--- config.mk ---
export PLATFORM = sky130hd
export DESIGN_NAME = pdu_input_cond_flat
export DESIGN_NICKNAME = d
export VERILOG_FILES = /design/src/rtl/pdu_pkg.sv /design/src/rtl/pdu_input_cond_if.sv /design/src/rtl/pdu_debounce.sv /design/src/rtl/pdu_input_cond.sv /design/src/flat_wrapper.sv
export SDC_FILE = /design/constraint.sdc
export NUM_CORES = 1
export LEC_CHECK = 0
export CAP_MARGIN = 5
export CORE_ASPECT_RATIO = 0.7
export CORE_MARGIN = 3
export CORE_UTILIZATION = 58
export CTS_BUF_LIST = sky130_fd_sc_hd__clkbuf_4 sky130_fd_sc_hd__clkbuf_8
export CTS_CLUSTER_SIZE = 12
export DETAILED_ROUTE_END_ITERATION = 6
export PLACE_DENSITY = 0.78
export SLEW_MARGIN = 25
export SYNTH_ARGS = -nofsm -noshare
export SYNTH_HDL_FRONTEND = slang
export SYNTH_SLANG_ARGS = --single-unit
export TNS_END_PERCENT = 30
--- constraint.sdc ---
create_clock -name clk -period 6.6 [get_ports clk]
set_input_delay 1.32 -clock clk [delete_from_list [all_inputs] [get_ports clk]]
set_output_delay 1.32 -clock clk [all_outputs]
set_load 0.005 [all_outputs]
--- src/rtl/pdu_pkg.sv ---
// pdu_pkg: shared constants and channel map for the PDU input conditioner.
package pdu_pkg;
  localparam int DB_DEFAULT = 1000000;
  localparam int NUM_CH = 8;
  localparam int IN_W = 5;
  localparam int IN_LSB = 3;
  typedef enum int {CH_RUN = 0, CH_STEP = 1, CH_VALID = 2} ch_e;
endpackage

--- src/rtl/pdu_input_cond_if.sv ---
// pdu_input_cond_if: raw panel inputs and their debounced levels/pulses.
interface pdu_input_cond_if;
  logic run_raw;
  logic step_raw;
  logic valid_raw;
  logic [pdu_pkg::IN_W-1:0] in_raw;
  logic run;
  logic step_p;
  logic valid_p;
  logic [pdu_pkg::IN_W-1:0] in_lvl;
  logic [pdu_pkg::IN_W-1:0] in_p;
  modport master (
    output run_raw, step_raw, valid_raw, in_raw,
    input  run, step_p, valid_p, in_lvl, in_p
  );
  modport slave (
    input  run_raw, step_raw, valid_raw, in_raw,
    output run, step_p, valid_p, in_lvl, in_p
  );
endinterface

--- src/rtl/pdu_debounce.sv ---
// pdu_debounce: one channel -- 2-flop sync, hold counter, stable level and rise pulse.
module pdu_debounce import pdu_pkg::*; #(
  parameter int DB_CYCLES = DB_DEFAULT
) (
  input  logic clk,
  input  logic rst,
  input  logic i_raw,
  output logic o_lvl,
  output logic o_pulse
);
  localparam int CW = $clog2(DB_CYCLES);
  localparam logic [CW-1:0] CMAX = CW'(DB_CYCLES - 1);
  logic r_s1, r_s2, r_st, r_st_d;
  logic [CW-1:0] r_cnt;
  logic w_diff, w_done;
  assign w_diff = r_s2 != r_st;
  assign w_done = r_cnt == CMAX;
  // the counter only runs while the synced input disagrees with the stable level
  always_ff @(posedge clk or posedge rst) begin
    if (rst) begin
      r_s1   <= 1'b0;
      r_s2   <= 1'b0;
      r_st   <= 1'b0;
      r_st_d <= 1'b0;
      r_cnt  <= '0;
    end else begin
      r_s1   <= i_raw;
      r_s2   <= r_s1;
      r_st_d <= r_st;
      r_st   <= (w_diff && w_done) ? r_s2 : r_st;
      r_cnt  <= (w_diff && !w_done) ? r_cnt + 1'b1 : '0;
    end
  end
  assign o_lvl   = r_st;
  assign o_pulse = r_st & ~r_st_d;
endmodule

--- src/rtl/pdu_input_cond.sv ---
// pdu_input_cond: debounces the run/step/valid/data panel inputs, eight independent channels.
module pdu_input_cond import pdu_pkg::*; #(
  parameter int DB_CYCLES = DB_DEFAULT
) (
  input logic clk,
  input logic rst,
  pdu_input_cond_if.slave bus
);
  logic [NUM_CH-1:0] w_raw, w_lvl, w_pulse;
  logic w_unused;
  assign w_raw = {bus.in_raw, bus.valid_raw, bus.step_raw, bus.run_raw};
  for (genvar c = 0; c < NUM_CH; c++) begin : g_ch
    pdu_debounce #(.DB_CYCLES(DB_CYCLES)) u_db (
      .clk     (clk),
      .rst     (rst),
      .i_raw   (w_raw[c]),
      .o_lvl   (w_lvl[c]),
      .o_pulse (w_pulse[c])
    );
  end
  assign bus.run     = w_lvl[CH_RUN];
  assign bus.step_p  = w_pulse[CH_STEP];
  assign bus.valid_p = w_pulse[CH_VALID];
  assign bus.in_lvl  = w_lvl[NUM_CH-1:IN_LSB];
  assign bus.in_p    = w_pulse[NUM_CH-1:IN_LSB];
  // button levels and the run pulse have no consumer
  assign w_unused = ^{w_lvl[CH_STEP], w_lvl[CH_VALID], w_pulse[CH_RUN]};
endmodule
--- src/flat_wrapper.sv ---
// flat-port wrapper written by rule: the top's interface ports become plain ports
module pdu_input_cond_flat import pdu_pkg::*;
#(
  parameter int DB_CYCLES = DB_DEFAULT
)
  (clk, rst, bus_run_raw, bus_step_raw, bus_valid_raw, bus_in_raw, bus_run, bus_step_p, bus_valid_p, bus_in_lvl, bus_in_p);
  pdu_input_cond_if bus_i ();
  input logic clk;
  input logic rst;
  input wire logic [$bits(bus_i.run_raw)-1:0] bus_run_raw;
  input wire logic [$bits(bus_i.step_raw)-1:0] bus_step_raw;
  input wire logic [$bits(bus_i.valid_raw)-1:0] bus_valid_raw;
  input wire logic [$bits(bus_i.in_raw)-1:0] bus_in_raw;
  output wire logic [$bits(bus_i.run)-1:0] bus_run;
  output wire logic [$bits(bus_i.step_p)-1:0] bus_step_p;
  output wire logic [$bits(bus_i.valid_p)-1:0] bus_valid_p;
  output wire logic [$bits(bus_i.in_lvl)-1:0] bus_in_lvl;
  output wire logic [$bits(bus_i.in_p)-1:0] bus_in_p;
  assign bus_i.run_raw = bus_run_raw;
  assign bus_i.step_raw = bus_step_raw;
  assign bus_i.valid_raw = bus_valid_raw;
  assign bus_i.in_raw = bus_in_raw;
  assign bus_run = bus_i.run;
  assign bus_step_p = bus_i.step_p;
  assign bus_valid_p = bus_i.valid_p;
  assign bus_in_lvl = bus_i.in_lvl;
  assign bus_in_p = bus_i.in_p;
  pdu_input_cond #(.DB_CYCLES(DB_CYCLES)) u_core (.clk(clk), .rst(rst), .bus(bus_i));
endmodule
After elaboration in Yosys (flattened, before gate mapping) --
Cells that the tools add are included.
Storage, ports and cells: register bits after elaboration 191, bits in latches 0, RAM bits 0, ROM bits 0, input bits 10, output and inout port bits 13, logic and storage cells 109, memories kept 0
Operators by class: $add $sub $neg 8, $mul 0, div/mod/pow operators 0, order comparisons 0, equality and inequality tests 16, shifts and indexed selects 0, mux-type cells 8, bitwise operators 14, reductions and logical operators 24
Operators by type and width (number):
- adder 20 x 1 -> 20 bit (second input constant) | 8
- == test 20 bit (second input constant) | 8
- two-way mux 20 bit | 8
- logical AND 1 bit | 16
- zero test 1 bit | 8
- inequality test 1 bit | 8
- AND 1 bit | 7
- inverter 1 bit | 7

Depth between registers and ports, before layout --
Gate-level depths: netlist of run 1.
depth after elaboration 4, depth in mapped cells 7, gate-level depth less buffers 5

Hierarchy --
Synthesis of run 1 repeated with hierarchy kept, for this count alone.
Second synthesis, totals: cell total of the unflattened synthesis 898, area total of the unflattened synthesis 9183.8 um^2
By module, submodules not included:
- pdu_debounce | times used 8, cells each 111, area an instance 1138.6 um^2, sequential area each 600.6 um^2
- pdu_input_cond | times used 1, cells each 10, area an instance 75.1 um^2, sequential area each 0.0 um^2

Least setup slack after synthesis of run 1 --
No wires, ideal clock.
kind flip-flop to flip-flop, start point register u_core.g_ch[4].u_db.r_cnt[8], end point register u_core.g_ch[4].u_db.r_cnt[12], setup time 119 ps, arrival time 1878 ps, required time 6481 ps, path slack 4604 ps, stages on the path, launching flop included 6, path buffers 1, clock period less this slack 1996 ps, path through dfrtp_1 or4b_1 or4_4 o21ai_4 buf_4 nor2_1
Between the ends: longest elaborated chain between the ends 4, elaborated cells on any way between the ends 5
RTL lines:
- from (decl) | line pdu_debounce.sv:14 | logic [CW-1:0] r_cnt;
- from (signal assigned) | line pdu_debounce.sv:31 | r_cnt <= (w_diff && !w_done) ? r_cnt + 1'b1 : '0;
- branches (longest 3 deep; another with adder 20 x 1 -> 20 bit)
- two-way mux 20 bit * | line pdu_debounce.sv:31
Mark *: on every way between the ends. A chain may end at the register's enable or synchronous reset.

Worst setup path after layout of run 1 --
start point register u_core.g_ch[2].u_db.r_st, end point output port bus_valid_p
Between the ends: longest elaborated chain between the ends 1
RTL lines:
- from (decl) | line pdu_debounce.sv:13 | logic r_s1, r_s2, r_st, r_st_d;
- from (signal assigned) | line pdu_debounce.sv:30 | r_st <= (w_diff && w_done) ? r_s2 : r_st;
- AND 1 bit | line pdu_debounce.sv:35 | assign o_pulse = r_st & ~r_st_d;
- to (decl) | line flat_wrapper.sv:16 | output wire logic [$bits(bus_i.valid_p)-1:0] bus_valid_p;
Every way passes these cells.

==> results of run 1 <==
[stage by stage]
stage / total power, uW / std cells / util [%] / area, um2 / hold slack [ps]
after floorplan: 1270 / 909 / - / 9110 / 331
after global placement: 1300 / 1098 / 62.9 / 9460 / 331
after detailed placement: 1300 / 1098 / 62.9 / 9460 / 335
after CTS: 2120 / 1127 / 65.7 / 9880 / 351
after global routing: 2170 / 1127 / 65.7 / 9890 / 361
final: 2090 / 1127 / 65.7 / 9890 / 350
[cells by family after synthesis]
kind of cell	after synthesis	share of synthesized area [%]
AND/OR/NAND/NOR	430	25.3
XOR/XNOR	108	10.4
multiplexers	9	1.10
AO/OA/AOI/OAI	95	6.21
buffers and inverters	68	3.39
adder cells (fa/ha/maj)	8	1.10
flip-flops	191	52.5
[report_power, final]
group          switching [uW]  total [uW]  internal (uW)
Clock                     391         813            422
Sequential               16.7        1200           1190
Combinational            51.6        73.6           22.0
Total                     459        2090           1630
[final cells by class]
| cell class | count | area, um2 |
|---|---|---|
| multi-input combinational | 650 | 4030 |
| clock buffer | 19 | 255 |
| fill | 1178 | 5160 |
| clock inverter | 10 | 165 |
| sequential | 191 | 4780 |
| inverter | 33 | 136 |
| tap | 195 | 244 |
| timing repair buffer | 29 | 273 |
[state kept, by name, summed over array words and instances (netlist names)]
| signal | flops |
|---|---|
| u_core.g_ch.u_db.r_cnt | 160 |
| u_core.g_ch.u_db.r_s1 | 8 |
| u_core.g_ch.u_db.r_st_d | 7 |
| u_core.g_ch.u_db.r_s2 | 8 |
| u_core.g_ch.u_db.o_lvl | 8 |
[metal layers]
metal  track usage, %  part of all wire [%]  vias up
met5                0                     0        -
met4             4.82                   1.0        0
met3             4.33                   3.0       15
met2             29.1                    44       86
met1             29.8                    52     3185
li1                 -                     -     3239
[cell usage in the layout, fill, tap and decap left out, drive strengths merged, types with 13 or more instances in the layout]
master	Yosys	final
dfrtp	191	191
nor2	129	129
nand3	62	62
xnor2	56	56
xor2	52	52
nand2	44	44
a21oi	44	44
nand4	38	38
or4	33	33
inv	33	32
o21ai	24	24
o31ai	23	23
nor3	22	22
clkdlybuf4s50	0	22
nor4	21	21
or3	19	19
clkbuf	19	19
and4	13	13
[final timing paths]
check,start,to,slack [ps],depth (start not counted)
max,u_core.g_ch[2].u_db.o_lvl$_DFFE_PP0P_,bus_valid_p,3710,2
min,u_core.g_ch[1].u_db.r_s1$_DFF_PP0_,u_core.g_ch[1].u_db.r_s2$_DFF_PP0_,350,0
max reg2reg,u_core.g_ch[0].u_db.r_cnt[6]$_DFF_PP0_,u_core.g_ch[0].u_db.r_cnt[5]$_DFF_PP0_,4080,5
min reg2reg,u_core.g_ch[1].u_db.r_s1$_DFF_PP0_,u_core.g_ch[1].u_db.r_s2$_DFF_PP0_,350,0
max in group asynchronous,rst,u_core.g_ch[5].u_db.r_cnt[1]$_DFF_PP0_,4080,3
min in group asynchronous,rst,u_core.g_ch[6].u_db.o_lvl$_DFFE_PP0P_,1370,2
[critical path, cell delays in order, from the launching register on]
cell	delay, ps
dfrtp_1	430
nor2b_1	180
clkdlybuf4s50_1	520
==> impl_metrics.csv, run 1 <==
group,metric,value,unit
outcome,outcome,"finished, final reports clean",
logic_synthesis,synth-seq-cells,191,
detailed_routing,firstDrtPassIters,5,
clock_network,path_clk_slew,90,ps
detailed_routing,wl_per_cell,14.5,um
setup_path,path_class,"reg -> out",
logic_synthesis,syn_inst,909,
clock_network,clock_path_buffers,2,
timing,skew,16.2,ps
grt,grt_usage,19.7,%
logic_synthesis,ys_top_cells_by_count,"191 x dfrtp_1, 129 x nor2_1, 60 x nand3_1, 56 x xnor2_1, 52 x xor2_1",
timing,timing.fmax,346,MHz
clock_network,holdBufCountCts,0,
placement,dpl.hpwl,10900,um
die,die_w,156,um
detailed_routing,dr.first_iter.drc_count,445,
logic_synthesis,synth_top_area_share,52.5,%
logic_synthesis,ys_types,45,
detailed_routing,postRouteAntennaNets,0,
power_and_ir_drop,p_per_area,211,nW/um2
clock_network,numCtsBuffers,17,
timing,hold_viol,0,
clock_network,cts_setup_buffers,0,
grt,grt_max_degree,148,
detailed_routing,wirelength,16400,um
die,core,15000,um2
logic_synthesis,synth_edf_count,0,
finish,nNetsFinal,940,
clock_network,cts.sinks,191,
setup_path,cp-end-kind,"primary output",
placement,port_buffers,22,
timing,finalCritPeriodShare,43.7,%
placement,pre_cts_ws,3350,ps
timing,tightest_slew,769,ps
clock_network,clk_latency,460,ps
logic_synthesis,synthFlopType,"dfrtp_1",
grt,antenna_found_initial,0,
power_and_ir_drop,power_leakage,0.00397,uW
grt,grt_pass1_wl,28600,um
logic_synthesis,ys_top_cells_by_area,"dfrtp_1 52%, xnor2_1 5.4%, nor2_1 5.3%",
clock_network,post_cts_resized,0,
die,initial_utilization,60.5,%
die,die-area,17300,um2
detailed_routing,via_per_inst,5.79,
die,die_y,111,um
timing,max_slew_margin,48.7,%
logic_synthesis,ys_seq_area_share,52.5,%
grt,gr-total-overflow,0,
run,cap_violations,0,
timing,setup-tns-final,0,ps
power_and_ir_drop,irDropWorstVdd,0.137,mV
clock_network,htree_levels,4,
worst_hold_path,hp-class,"reg -> reg",
finish,drive_gt1_share,6.22,%
setup_path,critical_path_required,5280,ps
logic_synthesis,async_flop_share,100,%
logic_synthesis,synth_nets,927,
setup_path,critPathLaunchType,"register",
detailed_routing,drc_errors,0,
logic_synthesis,synth_top_area_cell,"dfrtp_1",
placement,routabilityCongestion,0.824,
logic_synthesis,synthMostInstantiatedCell,"dfrtp_1",
logic_synthesis,avgSynthCellArea,10.0,um2
detailed_routing,vias,6525,
die,pin_count,23,
setup_path,crit_arrival,1570,ps
finish,area_growth,8.56,%
die,std_cell_rows,37,
timing,rsz0062_at_grt,"false",
timing,slew_violations,0,
timing,setup_ws,3710,ps
finish,antenna_cells,0,
logic_synthesis,yosysWarnings,0,
clock_network,cts_root_buf,"clkbuf_8",
timing,min_period,2890,ps
timing,setup_viol,0,
grt,grt_pass1_vias,6134,
clock_network,cts_tree,"done",
setup_path,cp_max_fo,4,
logic_synthesis,netlist_area,9110,um2
No activity file was read; power rests on OpenSTA's default activity.
==> run 2, diff against run 1 <==
Clock period 6.6 ns to 2.5 ns, I/O delays scaled along.
==> run 2 against run 1 <==
Combinational power grew to 3.1 times the previous value; utilization up 0.81 points; die area unchanged; hold slack better by 4.9 ps; sequential share of layout area shrank 0.59 points; clock power is 140% higher; clock skew is 3.0 ps lower; global-route usage is 1.0 points higher; final area increased by 1.2%; register-to-register slack worse by 3800 ps; critical endpoint is now u_core.g_ch[0].u_db.r_cnt[18]$_DFF_PP0_.
==> impl_metrics.csv, run 2 (synthesized netlist as in run 1, its figures left out) <==
group,metric,value,unit
setup_path,crit_path_frequent_cell,"or4_1",
clock_network,cts_root_buf,"clkbuf_8",
setup_path,timing.reg2reg.setup_slack,290,ps
clock_network,htree_levels,4,
die,die_y,111,um
timing,min_period,2210,ps
finish,largest_reg_flops,160,
grt,grt_usage,20.7,%
grt,met2_usage,30.3,%
worst_hold_path,hp-class,"reg -> reg",
timing,slew_violations,0,
clock_network,cts_tree,"done",
clock_network,cts.sinks,191,
die,pin_count,23,
setup_path,critical_path_required,2900,ps
detailed_routing,wl_per_cell,14.9,um
finish,nNetsFinal,953,
grt,grt_pass1_vias,6441,
clock_network,path_clk_slew,100,ps
setup_path,path_cells,"ha_1 > nand2_1 > or4_1 > or4_1 > a21oi_1",
power_and_ir_drop,p_per_area,538,nW/um2
run,cap_violations,0,
grt,busiest_layer,"met1",
setup_path,critPathLaunchType,"register",
clock_network,holdBufCountCts,0,
detailed_routing,via_per_inst,5.80,
setup_path,reg2reg_from,"u_core.g_ch[0].u_db.r_cnt[0]$_DFF_PP0_",
detailed_routing,wirelength,17000,um
timing,max_slew_margin,56.3,%
power_and_ir_drop,power_leakage,0.00404,uW
timing,timing.fmax,452,MHz
setup_path,r2r_end,"u_core.g_ch[0].u_db.r_cnt[18]$_DFF_PP0_",
detailed_routing,vias,6627,
worst_hold_path,hold_end,"u_core.g_ch[4].u_db.r_s2$_DFF_PP0_",
placement,dpl.hpwl,11900,um
detailed_routing,firstDrtPassIters,5,
detailed_routing,postRouteAntennaNets,0,
die,die_w,156,um
timing,skew,13.2,ps
grt,grt_max_degree,35,
timing,hold_viol,0,
die,core,15000,um2
finish,drive_gt1_share,7.81,%
grt,grt_pass1_wl,29900,um
clock_network,post_cts_resized,0,
worst_hold_path,hold_depth,0,
setup_path,cpLargestDelayFamily,"simple AND/OR/NAND/NOR gates",
setup_path,slowest_stage,"or4_1",
die,die-area,17300,um2
timing,tightest_slew,650,ps
clock_network,numCtsBuffers,17,
placement,routabilityCongestion,0.829,
finish,utilization,66.5,%
finish,largest-register,"u_core.g_ch.u_db.r_cnt",
placement,port_buffers,22,
clock_network,cts_setup_buffers,0,
grt,antenna_found_initial,0,
detailed_routing,drc_errors,0,
setup_path,path_class,"reg -> reg",
grt,use_met1,31.4,%
timing,finalCritPeriodShare,88.6,%
setup_path,cp-startpoint,"u_core.g_ch[0].u_db.r_cnt[0]$_DFF_PP0_",
finish,antenna_cells,0,
setup_path,crit_arrival,2610,ps
grt,gr-total-overflow,0,
finish,final_common_cell,"dfrtp_1",
die,initial_utilization,60.5,%
clock_network,clock_path_buffers,2,
detailed_routing,dr.first_iter.drc_count,441,
grt,met3_usage,4.10,%
setup_path,ff2ff_path_depth,5,
finish,mostFrequentLayoutCells,"191 x dfrtp_1, 129 x nor2_1, 60 x nand3_1, 56 x xnor2_1, 52 x xor2_1",
setup_path,critPathMaxStageDelay,660,ps
timing,rsz0062_at_grt,"false",
setup_path,cp_max_fo,8,
setup_path,cp_num_buf_inv,0,
setup_path,cp-end-kind,"register",
clock_network,clk_latency,460,ps
die,std_cell_rows,37,
timing,setup_viol,0,
outcome,outcome,"finished, final reports clean",
finish,area_growth,9.91,%
power_and_ir_drop,irDropWorstVdd,0.353,mV
timing,setup-tns-final,0,ps
worst_hold_path,min_from,"u_core.g_ch[4].u_db.r_s1$_DFF_PP0_",
-- run 2: worst max path at each step --
stage                                                    to  slack [ps]  depth (start not counted)
floorplan             u_core.g_ch[0].u_db.o_lvl$_DFFE_PP0P_        -460                          1
global placement    u_core.g_ch[4].u_db.r_cnt[12]$_DFF_PP0_         400                          4
detailed placement  u_core.g_ch[0].u_db.r_cnt[18]$_DFF_PP0_         330                          5
CTS                 u_core.g_ch[0].u_db.r_cnt[18]$_DFF_PP0_         320                          5
global route        u_core.g_ch[0].u_db.r_cnt[18]$_DFF_PP0_         170                          5
finish              u_core.g_ch[0].u_db.r_cnt[18]$_DFF_PP0_         290                          5
-- run 2: area by class of cell --
| cell class | instances | area, um2 |
|---|---|---|
| Clock buffer | 21 | 289 |
| Clock inverter | 11 | 103 |
| Fill cell | 1176 | 5040 |
| Inverter | 33 | 128 |
| Multi-Input combinational cell | 650 | 4030 |
| Sequential cell | 191 | 4780 |
| Tap cell | 195 | 244 |
| Timing Repair Buffer | 42 | 433 |
-- run 2: routing by layer --
layer  wire length, um  vias up
met3               489       18
met1              8840     3255
met5                 0        -
li1                  -     3267
met4               176        0
met2              7510       87
-- run 2: report_power, final --
group	internal (uW)	switching, uW	total, uW
Clock	903	1090	1990
Combinational	80.1	144	225
Sequential	3130	42.1	3170
-- run 2: per-stage QoR --
| stage | area, um2 | cells | hold WS, ps | power, uW | worst slack [ps] |
|---|---|---|---|---|---|
| after floorplan | 9110 | 909 | 331 | 3360 | -462 |
| after CTS | 10000 | 1143 | 358 | 5460 | 318 |
| final | 10000 | 1143 | 355 | 5390 | 286 |
| after detailed placement | 9620 | 1111 | 335 | 3460 | 330 |
| after global routing | 10000 | 1143 | 363 | 5620 | 171 |
| after global placement | 9620 | 1111 | 333 | 3450 | 395 |
==> run 3, diff against run 2 <==
Settings changed: CTS_CLUSTER_SIZE 12 to 20.
==> results of run 3 <==
Final layout, timing and power as in run 2 (identical DEF).
